$ cat config.mk
export PLATFORM = sky130hd
export DESIGN_NAME = wm8731_dac_tx
export DESIGN_NICKNAME = d
export VERILOG_FILES = /design/src/rtl/wm8731_dac_tx.sv
export SDC_FILE = /design/constraint.sdc
export NUM_CORES = 1
export LEC_CHECK = 0
export ABC_CLOCK_PERIOD_IN_PS = 3200
export BUFFER_PORTS_ARGS = -buffer_cell sky130_fd_sc_hd__buf_2
export CORE_UTILIZATION = 30
export CTS_CLUSTER_SIZE = 12
export DETAILED_ROUTE_END_ITERATION = 8
export GPL_ROUTABILITY_DRIVEN = 0
export GPL_TIMING_DRIVEN = 0
export RECOVER_POWER = 50
export SETUP_SLACK_MARGIN = 0.15
export SLEW_MARGIN = 25
export SYNTH_ARGS = -nofsm -noshare
export SYNTH_HDL_FRONTEND = slang
export SYNTH_SLANG_ARGS = --single-unit
$ cat constraint.sdc
create_clock -name clk -period 3.2 [get_ports clk]
set_clock_uncertainty 0.2 [all_clocks]
set_input_delay 0.48 -clock clk [delete_from_list [all_inputs] [get_ports clk]]
set_output_delay 0.48 -clock clk [all_outputs]
set_load 0.01 [all_outputs]
$ cat src/rtl/wm8731_dac_tx.sv
// WM8731 DAC I2S transmitter: divides clk into m_clk/b_clk/dac_lr_clk and serialises
// left/right sample pairs MSB first, one bit after each channel-clock edge.
module wm8731_dac_tx #(
  parameter int unsigned MCLK_HALF  = 2,
  parameter int unsigned BCLK_HALF  = 8,
  parameter int unsigned SLOT_BITS  = 32,
  parameter int unsigned DATA_WIDTH = 16
) (
  input  logic                  clk,
  input  logic                  reset,
  input  logic [DATA_WIDTH-1:0] in_left,
  input  logic [DATA_WIDTH-1:0] in_right,
  input  logic                  in_valid,
  output logic                  in_ready,
  output logic                  m_clk,
  output logic                  b_clk,
  output logic                  dac_lr_clk,
  output logic                  dacdat,
  output logic                  underrun
);

  localparam int unsigned MW = (MCLK_HALF > 1) ? $clog2(MCLK_HALF) : 1;
  localparam int unsigned BW = $clog2(2 * BCLK_HALF);
  localparam int unsigned IW = $clog2(2 * SLOT_BITS);

  localparam logic [MW-1:0] MC_LAST   = MW'(MCLK_HALF - 1);
  localparam logic [BW-1:0] BC_LAST   = BW'(2 * BCLK_HALF - 1);
  localparam logic [BW-1:0] BC_HIGH   = BW'(BCLK_HALF);
  localparam logic [IW-1:0] IDX_LAST  = IW'(2 * SLOT_BITS - 1);
  localparam logic [IW-1:0] IDX_RIGHT = IW'(SLOT_BITS);
  localparam logic [IW-1:0] L_LO      = IW'(1);
  localparam logic [IW-1:0] L_HI      = IW'(DATA_WIDTH);
  localparam logic [IW-1:0] R_LO      = IW'(SLOT_BITS + 1);
  localparam logic [IW-1:0] R_HI      = IW'(SLOT_BITS + DATA_WIDTH);

  logic [MW-1:0]         mc_q, mc_d;
  logic [BW-1:0]         bc_q, bc_d;
  logic [IW-1:0]         idx_q, idx_d;
  logic                  m_clk_q, m_clk_d;
  logic                  b_clk_q, b_clk_d;
  logic                  lr_q, lr_d;
  logic                  dacdat_q, dacdat_d;
  logic                  underrun_q, underrun_d;
  logic                  full_q, full_d;
  logic [DATA_WIDTH-1:0] hold_l_q, hold_l_d, hold_r_q, hold_r_d;
  logic [DATA_WIDTH-1:0] sh_l_q, sh_l_d, sh_r_q, sh_r_d;
  logic                  tick, frame_start, xfer;

  always_comb begin
    mc_d       = mc_q;
    m_clk_d    = m_clk_q;
    idx_d      = idx_q;
    lr_d       = lr_q;
    dacdat_d   = dacdat_q;
    underrun_d = 1'b0;
    full_d     = full_q;
    hold_l_d   = hold_l_q;
    hold_r_d   = hold_r_q;
    sh_l_d     = sh_l_q;
    sh_r_d     = sh_r_q;

    if (mc_q == MC_LAST) begin
      mc_d    = '0;
      m_clk_d = ~m_clk_q;
    end else begin
      mc_d = mc_q + 1'b1;
    end

    tick        = (bc_q == BC_LAST);
    bc_d        = tick ? '0 : bc_q + 1'b1;
    b_clk_d     = (bc_d >= BC_HIGH);
    frame_start = tick && (idx_q == IDX_LAST);

    xfer = in_valid && !full_q;
    if (xfer) begin
      hold_l_d = in_left;
      hold_r_d = in_right;
      full_d   = 1'b1;
    end

    // A sample arriving on an empty frame-start tick stays in holding (full_d set
    // above) while this frame is filled with zeros.
    if (tick) begin
      idx_d    = frame_start ? '0 : idx_q + 1'b1;
      lr_d     = (idx_d >= IDX_RIGHT);
      dacdat_d = 1'b0;
      if (frame_start) begin
        if (full_q) begin
          sh_l_d = hold_l_q;
          sh_r_d = hold_r_q;
          full_d = 1'b0;
        end else begin
          sh_l_d     = '0;
          sh_r_d     = '0;
          underrun_d = 1'b1;
        end
      end else if (idx_d >= L_LO && idx_d <= L_HI) begin
        dacdat_d = sh_l_q[DATA_WIDTH-1];
        sh_l_d   = sh_l_q << 1;
      end else if (idx_d >= R_LO && idx_d <= R_HI) begin
        dacdat_d = sh_r_q[DATA_WIDTH-1];
        sh_r_d   = sh_r_q << 1;
      end
    end
  end

  always_ff @(posedge clk or posedge reset) begin
    if (reset) begin
      mc_q       <= '0;
      bc_q       <= '0;
      idx_q      <= '0;
      m_clk_q    <= 1'b0;
      b_clk_q    <= 1'b0;
      lr_q       <= 1'b0;
      dacdat_q   <= 1'b0;
      underrun_q <= 1'b0;
      full_q     <= 1'b0;
      hold_l_q   <= '0;
      hold_r_q   <= '0;
      sh_l_q     <= '0;
      sh_r_q     <= '0;
    end else begin
      mc_q       <= mc_d;
      bc_q       <= bc_d;
      idx_q      <= idx_d;
      m_clk_q    <= m_clk_d;
      b_clk_q    <= b_clk_d;
      lr_q       <= lr_d;
      dacdat_q   <= dacdat_d;
      underrun_q <= underrun_d;
      full_q     <= full_d;
      hold_l_q   <= hold_l_d;
      hold_r_q   <= hold_r_d;
      sh_l_q     <= sh_l_d;
      sh_r_q     <= sh_r_d;
    end
  end

  assign in_ready   = ~full_q;
  assign m_clk      = m_clk_q;
  assign b_clk      = b_clk_q;
  assign dac_lr_clk = lr_q;
  assign dacdat     = dacdat_q;
  assign underrun   = underrun_q;

endmodule

==> results of run 1 <==
==> flip-flops by register name, indices dropped and copies added, names as in the netlist, 4 cells and up <==
register and count:
sh_l_q 16, idx_q 6, hold_l_q 16, bc_q 4, sh_r_q 16, hold_r_q 16
==> layout make-up <==
type / count / share of cell area
clock buffers: 14 / 0.0650
multi-input cells: 224 / 0.344
well taps: 147 / 0.0421
flip-flops and latches: 81 / 0.464
clock inverters: 2 / 0.00229
plain buffers: 26 / 0.0286
inverters: 7 / 0.00630
repair buffers: 42 / 0.0481
==> logic make-up after synthesis <==
family,share of synthesized area
muxes,0.101
DFF,0.551
buffers and inverters,0.0411
and+or+nand+nor,0.173
AOI/OAI and AO/OA,0.112
xor gates and xnor gates,0.00952
adders and majority gates,0.0136
==> where the power goes <==
part	internal [uW]	switching [uW]	total, uW
clock network	608	386	993
logic	49.9	35.7	85.6
registers	1070	25.0	1100
total	1730	446	2180
==> worst min-delay path, cell delays in order <==
cell	delay [ns]
buf_2	0.08
nor2_1	0.03
nor2_1	0.07
==> metrics by stage <==
stage | setup WS, ns | total power [uW] | hold WS (ns) | utilization
3_3_place_gp | -0.613 | 1200 | 0.225 | 0.340
5_1_grt | 0.243 | 2270 | 0.166 | 0.365
6_report | 0.529 | 2180 | 0.170 | 0.365
2_1_floorplan | 0.440 | 1160 | 0.213 | -
3_5_place_dp | 0.535 | 1210 | 0.234 | 0.342
4_1_cts | 0.531 | 2210 | 0.161 | 0.368
==> worst max path at each step <==
stage                    startpoint                      to  slack [ns]
6_report       idx_q[0]$_DFFE_PP0P_   sh_r_q[2]$_DFFE_PP0P_        0.53
5_1_grt                       reset  sh_l_q[11]$_DFFE_PP0P_        0.24
4_1_cts        idx_q[0]$_DFFE_PP0P_   sh_r_q[2]$_DFFE_PP0P_        0.53
3_5_place_dp   idx_q[0]$_DFFE_PP0P_   sh_r_q[7]$_DFFE_PP0P_        0.54
3_3_place_gp                  reset          mc_q$_DFF_PP0_       -0.61
2_1_floorplan                 reset         b_clk$_DFF_PP0_        0.44
==> placed cells by master (no fill, tap or decap), drive strengths merged <==
master / count
a2111oi: 2
a21o: 1
a21oi: 4
and2: 3
and3: 2
and3b: 1
buf: 48
clkbuf: 33
clkinv: 2
clkinvlp: 1
dfrtp: 81
dlygate4sd3: 1
ha: 4
inv: 6
mux2: 32
mux2i: 1
nand2: 71
nand2b: 1
nand3: 5
nand4: 32
nor2: 11
nor2b: 2
nor3: 1
o2111ai: 1
o211a: 1
o211ai: 31
o21ai: 9
o311a: 1
o31ai: 1
or3: 2
or4b: 1
xnor2: 2
xor2: 2
==> metal layers <==
layer  vias to the layer above  track usage  wire [um]
li1                       1313            -          -
met1                      1324        0.177       3680
met2                        52        0.207       3540
met3                        14       0.0332        287
met4                         0       0.0622        203
met5                         -            0          0
==> impl_metrics.toml, run 1 <==
[outcome]
status = "completed"

[synth]
yosys-top-cells-area = "dfrtp_1, mux2_2, nand2_1, nand4_1, o211ai_1"
synth_edf_count = 0
yosysSeqAreaShare = 0.551
synth-warning-count = 0
synth_common_cells = "dfrtp_1, nand2_1, mux2_2, nand4_1, o211ai_1"
synthCells = 338
synth_top_cell_by_area = "dfrtp_1"
synth_area_mm2 = 0.00368
ys_seq_elements = 81
ys_types = 37
synth_fp_nets = 377
yosysMostFrequentCell = "dfrtp_1"
postSynthAreaPerCell_um2 = 10.9
synth-main-ff-cell = "dfrtp_1"
ys_async_sr_fraction = 1.00
synth_top_area_share = 0.551

[sta]
worstMarginPinSlew_ns = 1.36
rsz0062_at_grt = "false"
fmax_ghz = 0.374
finalCriticalPeriod_ns = 2.67
setup_tns_ns = 0
setup_viol_count_final = 0
maxSlewHeadroom = 0.0910
final.period_utilization = 0.835
hold_viol_final = 0
timing.final.max_slew_violations = 0

[die]
rows = 40
num_io_pins = 41
die_w_um = 113
fp.coreArea_mm2 = 0.0120
die_area_mm2 = 0.0127
die_y_um = 113
start_util = 0.308

[clock_tree]
cts_made_buffers = 9
postCtsSetupRepairBufs = 0
ctsHoldBuffers = 1
clock-root-buffer = "clkbuf_16"
ctsResizeCount = 0
worstSkewPairLatency_ns = 0.34
clkSlewWorstSetupHoldPaths_ns = 0.06
cts_tree = "done"
clk_path_buf_depth = 2
h-tree-depth = 3
cts.sinks = 81

[cells_and_area]
instances_no_fill = 543
drive_gt1_frac = 0.265
nNetsFinal = 430
design_area_mm2 = 0.00437
area_delta_synth_final_pct = 18.7
multi_input_area_mm2 = 0.00150
layout.area.seq_mm2 = 0.00203
antennaDiodeCount = 0
fillers = 1175

[worst_setup_path]
cp_slowest_stage_delay_ns = 0.49
crit_type = "flop to flop"
arrival_ns = 2.68
cp_num_buf_inv = 2
cp-start-kind = "flop"
path_max_fanout = 10
cpLargestDelayFamily = "simple AND/OR/NAND/NOR gates"
crit_chain = "ha_1 > or4b_1 > o311a_1 > nor3_4 > and2_1 > buf_2 > buf_6 > o211ai_1"
end_kind = "flop"
slowest_stage = "or4b_1"
cp.required_ns = 3.21
r2r_start = "idx_q[0]$_DFFE_PP0P_"
reg2reg_depth = 8
r2r_end = "sh_r_q[2]$_DFFE_PP0P_"
cp.depth = 8
r2r_setup_slack_ns = 0.53

[drt]
via_count = 2703
wl_per_cell_um = 14.2
vias_per_cell = 4.98
totalWireLength_um = 7720
drtPass1Iterations = 4
dr.first_iter.drc_count = 148
antenna_left = 0
drc = 0

[global_route]
antenna_found_initial = 0
grt_pass1_wl_um = 13400
grt.total_usage = 0.134
grt_max_degree = 52
grt.overflow.total = 0
grt_pass1_vias = 2721

[job]
cap_viol_max_count = 0

[min_path]
min_path_type = "primary input to flop"
worstHoldStart = "in_valid"
worstHoldPathCells = 3
hold_end = "full_q$_DFF_PP0_"

[place]
dp_cells = 526
dpl-instance-area_mm2 = 0.00410
hpwl_um = 5450
io_buffer_count = 40

[pwr]
vdd_drop_max_v = 0.000204
p_per_area_mw_per_mm2 = 498
leakage_uw = 0.00193
(Power assumes the default switching activity.)
==> inputs of run 2 (changes only) <==
Settings changed: ABC_AREA from default to 1, ABC_CLOCK_PERIOD_IN_PS 3200 to 2500.
Clock period 3.2 ns to 2.5 ns, I/O delays scaled along.
==> run 2 against run 1 <==
  * Critical path type unchanged
  * Power rose by 29%
  * Highest routed layer unchanged
  * Die area fell by 0.40%
  * Sequential cell count did not move
  * Combinational power fell by 33%
  * Largest power group is now the clock network
  * Sequential power rose by 19%
==> impl_metrics.toml, run 2 <==
[worst_setup_path]
arrival_ns = 2.20
r2r_start = "idx_q[0]$_DFFE_PP0P_"
cp.required_ns = 2.52
r2r_setup_slack_ns = 0.32
r2r_end = "sh_l_q[0]$_DFFE_PP0P_"
crit_start = "idx_q[0]$_DFFE_PP0P_"
cp-start-kind = "flop"
reg2reg_depth = 11
crit_type = "flop to flop"
path_max_fanout = 10
end_kind = "flop"

[pwr]
p_int_uw = 2270
power_frac_comb = 0.020
p_sw_uw = 549
power_frac_seq = 0.466
leakage_uw = 0.00240
swShare = 0.195
vdd_drop_max_v = 0.000294
clkPwrFrac = 0.514
p_per_area_mw_per_mm2 = 628
power_uw = 2820

[cells_and_area]
area_delta_synth_final_pct = 22.3
most-common-layout-cells = "nand2_1, dfrtp_1, buf_2"
nNetsFinal = 483
postLayoutCoreUtil = 0.375
antennaDiodeCount = 0
design_area_mm2 = 0.00448
drive_gt1_frac = 0.247
fillers = 1160
final_common_cell = "nand2_1"

[global_route]
grt_pass1_wl_um = 13200
grt_max_degree = 33
antenna_found_initial = 0
grt.total_usage = 0.131
grt.overflow.total = 0
grt_pass1_vias = 2778

[drt]
antenna_left = 0
dr.first_iter.drc_count = 194
drc = 0
wl_per_cell_um = 12.7
totalWireLength_um = 7580
vias_per_cell = 4.72
drtPass1Iterations = 4
via_count = 2815

[synth]
synth_common_cells = "nand2_1, dfrtp_1, nand3_1"
synth-warning-count = 0
synthCells = 383
yosys-top-cells-area = "dfrtp_1, nand2_1, mux2_2, nand3_1, a22o_1"
synth_fp_nets = 422
synth_top_cell_by_area = "dfrtp_1"
yosysMostFrequentCell = "nand2_1"
ys_async_sr_fraction = 1.00
postSynthAreaPerCell_um2 = 9.57
synth_area_mm2 = 0.00367
synth-main-ff-cell = "dfrtp_1"
synth_top_area_share = 0.553
ys_types = 28
ys_seq_elements = 81
synth_edf_count = 0
yosysSeqAreaShare = 0.553

[place]
io_buffer_count = 40
dpl-instance-area_mm2 = 0.00412
hpwl_um = 5240

[min_path]
worstHoldPathCells = 2
worstHoldStart = "in_left[3]"
hold_end = "hold_l_q[3]$_DFFE_PP0P_"
min_path_type = "primary input to flop"

[job]
cap_viol_max_count = 0

[sta]
maxSlewHeadroom = 0.515
hold_viol_final = 0
final.period_utilization = 0.873
rsz0062_at_grt = "false"
worstMarginPinSlew_ns = 0.727
timing.final.max_slew_violations = 0
setup_tns_ns = 0
setup_viol_count_final = 0
fmax_ghz = 0.458
finalCriticalPeriod_ns = 2.18

[die]
num_io_pins = 41
start_util = 0.306
die_area_mm2 = 0.0127
fp.coreArea_mm2 = 0.0120
die_w_um = 113
rows = 40
die_y_um = 113

[clock_tree]
cts_tree = "done"
cts.sinks = 81
cts_made_buffers = 9
worstSkewPairLatency_ns = 0.33
clock-root-buffer = "clkbuf_16"
clkSlewWorstSetupHoldPaths_ns = 0.06
clk_path_buf_depth = 2
h-tree-depth = 3

[outcome]
status = "completed"
-- run 2: per-stage QoR --
step / cells / hold slack [ns] / worst slack, ns
6_report: 596 / 0.0685 / 0.317
5_1_grt: 596 / 0.0564 / 0.119
4_1_cts: 590 / 0.0626 / 0.262
3_5_place_dp: 573 / 0.219 / 0.280
3_3_place_gp: 570 / 0.226 / 0.319
2_1_floorplan: 383 / 0.213 / 0.551
-- run 2: kinds of logic (layout without fill, tap and decap cells) --
kind of cell | after synthesis | count (layout) | synth area share
compound gates | 54 | 54 | 0.0901
xor+xnor | 2 | 2 | 0.00478
fa+ha+maj | 4 | 4 | 0.0137
buf+inv | 49 | 115 | 0.0614
flops | 81 | 81 | 0.553
mux | 18 | 18 | 0.0553
simple gates | 175 | 175 | 0.222
-- run 2: critical path, cell delays in order (launching register included) --
cell and delay (ns):
dfrtp_1 0.41, ha_2 0.24, nand3_1 0.13, nor2_2 0.16, nand2_4 0.10, nand2_2 0.11
nand3_2 0.09, nand2_4 0.12, nand4_4 0.15, buf_4 0.22, nand3_1 0.07, nand2_1 0.06
-- run 2: how the worst max path moves through the flow --
| stage | to | cells past startpoint |
|---|---|---|
| after floorplan | sh_l_q[8]$_DFFE_PP0P_ | 11 |
| after global placement | sh_r_q[1]$_DFFE_PP0P_ | 11 |
| after detailed placement | sh_r_q[6]$_DFFE_PP0P_ | 11 |
| after CTS | sh_r_q[8]$_DFFE_PP0P_ | 11 |
| after global routing | sh_r_q[1]$_DFFE_PP0P_ | 11 |
| final | sh_l_q[0]$_DFFE_PP0P_ | 11 |
-- run 2: what timing repair did --
item | CTS | global route
hold buffers | 1 | 0
endpoints found under the setup margin | 0 | 23
hold endpoints to repair | 26 | 0
gates resized for setup | 0 | 6
buffers inserted | 0 | 6
-- run 2: layout make-up --
cell class                 count  area (um^2)  share of cell area
clock buffer                  12          256              0.0572
tap                          147          184              0.0410
multi-input combinational    253         1430               0.319
timing repair buffer          50          284              0.0633
buffer                        18          105              0.0234
inverter                      31          125              0.0279
sequential                    81         2030               0.452
clock inverter                 4         73.8              0.0165
-- run 2: routing by layer --
layer,track usage,up-vias,wire (um)
li1,-,1380,-
met1,0.178,1380,3570
met2,0.204,47,3640
met3,0.0335,8,263
met4,0.0427,0,105
met5,0,-,0
-- run 2: power groups by stage --
| stage | Clock [uW] | Combinational, uW | Sequential (uW) |
|---|---|---|---|
| final | 1450 | 57.7 | 1310 |
| after detailed placement | 0 | 68.1 | 1330 |
| after global routing | 1530 | 67.3 | 1310 |
| after floorplan | 0 | 19.8 | 1340 |
| after CTS | 1470 | 69.3 | 1310 |
| after global placement | 0 | 53.7 | 1340 |
==> inputs of run 3 (changes only) <==
Settings changed: BUFFER_PORTS_ARGS -buffer_cell sky130_fd_sc_hd__buf_2 to default, DONT_BUFFER_PORTS from default to 1.
==> run 3 against run 2 <==
  * Clock-buffer cell count down 2
  * Sequential share of layout area down 0.41 points
  * Combinational power up 23%
  * Sequential cell count unchanged
==> impl_metrics.toml, run 3 (same netlist as run 2, synthesis figures left out) <==
[outcome]
status = "completed"

[global_route]
grt_pass1_wl_um = 13000
grt.total_usage = 0.131
antenna_found_initial = 0
grt_pass1_vias = 2654
grt.overflow.total = 0
grt_max_degree = 28

[die]
rows = 40
die_w_um = 113
die_y_um = 113
start_util = 0.306
num_io_pins = 41
fp.coreArea_mm2 = 0.0120
die_area_mm2 = 0.0127

[sta]
final.period_utilization = 0.888
timing.final.max_slew_violations = 0
rsz0062_at_grt = "true"
hold_viol_final = 0
worstMarginPinSlew_ns = 0.685
finalCriticalPeriod_ns = 2.22
maxSlewHeadroom = 0.541
setup_tns_ns = 0
setup_viol_count_final = 0
fmax_ghz = 0.450

[cells_and_area]
most-common-layout-cells = "nand2_1, dfrtp_1, nand3_1"
antennaDiodeCount = 0
area_delta_synth_final_pct = 23.4
instances_no_fill = 582
nNetsFinal = 469
design_area_mm2 = 0.00453
drive_gt1_frac = 0.163
final_common_cell = "nand2_1"
postLayoutCoreUtil = 0.378

[clock_tree]
clkSlewWorstSetupHoldPaths_ns = 0.06
cts_made_buffers = 9
clk_path_buf_depth = 2
clock-root-buffer = "clkbuf_16"
worstSkewPairLatency_ns = 0.34
h-tree-depth = 3
cts.sinks = 81
cts_tree = "done"

[job]
cap_viol_max_count = 0

[drt]
drc = 0
vias_per_cell = 4.71
drtPass1Iterations = 4
totalWireLength_um = 7440
dr.first_iter.drc_count = 152
via_count = 2744
wl_per_cell_um = 12.8
antenna_left = 0

[place]
dp_cells = 533
hpwl_um = 5150
dpl-instance-area_mm2 = 0.00393
io_buffer_count = 0

[pwr]
vdd_drop_max_v = 0.000312
leakage_uw = 0.00232
p_per_area_mw_per_mm2 = 583
power_uw = 2640

[min_path]
min_path_type = "primary input to flop"

[worst_setup_path]
path_max_fanout = 10
cp-start-kind = "flop"
crit_type = "flop to flop"
r2r_setup_slack_ns = 0.28
cp.required_ns = 2.58
arrival_ns = 2.30
end_kind = "flop"
run 3: cell count changes in the layout (fill, tap and decap cells not counted), moves of 2 or more:
cell | previous run | this run
bufinv_16 | 2 | 0
inv_6 | 1 | 3
dlygate4sd3_1 | 1 | 29
buf_4 | 8 | 5
clkinvlp_4 | 1 | 3
buf_2 | 41 | 2
clkbuf_1 | 11 | 8
run 3: worst paths after layout:
check	from	endpoint	depth (start not counted)
worst max register to register	bc_q[0]$_DFF_PP0_	sh_l_q[1]$_DFFE_PP0P_	12
worst max-delay path	bc_q[0]$_DFF_PP0_	sh_l_q[1]$_DFFE_PP0P_	12
min in group asynchronous	reset	hold_r_q[8]$_DFFE_PP0P_	2
max in group asynchronous	reset	sh_l_q[10]$_DFFE_PP0P_	5
worst min register to register	mc_q$_DFF_PP0_	mc_q$_DFF_PP0_	1
worst min-delay path	in_right[9]	hold_r_q[9]$_DFFE_PP0P_	2
run 3: critical path: stages, from the launching register on:
cell,delay [ns]
dfrtp_1,0.37
ha_1,0.18
nand2_1,0.07
inv_1,0.07
nand2_1,0.11
buf_6,0.17
nor3_4,0.22
nand2_2,0.15
inv_4,0.14
clkbuf_4,0.22
a22o_1,0.15
nand2_1,0.05
nand2_1,0.05
run 3: report_power, final:
group / total (uW) / switching (uW) / leakage [uW] / internal [uW]
registers: 1310 / 0 / 0.00104 / 1310
clock network: 1260 / 546 / 0.000132 / 710
logic: 71.0 / 32.6 / 0.00115 / 38.5
total: 2640 / 579 / 0.00232 / 2060
run 3: repair_timing:
action                                  in CTS  in global routing
gates resized for setup                      0                  8
hold endpoints to repair                    62                  0
hold buffers                                29                  0
endpoints found under the setup margin       0                 23
buffers inserted                             0                  4
run 3: layer usage:
| metal | vias up | GRT usage | wire length (um) | part of all wire |
|---|---|---|---|---|
| met4 | 0 | 0.0578 | 176 | 0.024 |
| met1 | 1315 | 0.173 | 3470 | 0.47 |
| li1 | 1359 | - | - | - |
| met3 | 13 | 0.0297 | 283 | 0.038 |
| met5 | - | 0 | 0 | 0 |
| met2 | 57 | 0.204 | 3510 | 0.47 |
run 3: final cells by class:
cell class / count / area, um^2
multi-input combinational: 253 / 1420
clock buffer: 10 / 239
fill: 1143 / 7440
timing repair buffer: 36 / 373
tap: 147 / 184
inverter: 31 / 123
buffer: 18 / 110
clock inverter: 6 / 48.8
sequential: 81 / 2030
run 3: through the flow:
| stage | hold slack [ns] | setup WS [ns] |
|---|---|---|
| 2_1_floorplan | 0.213 | 0.551 |
| 3_3_place_gp | 0.226 | 0.318 |
| 3_5_place_dp | 0.0394 | 0.266 |
| 4_1_cts | 0.00312 | 0.264 |
| 5_1_grt | 0.0131 | 0.0664 |
| 6_report | 0.00647 | 0.279 |
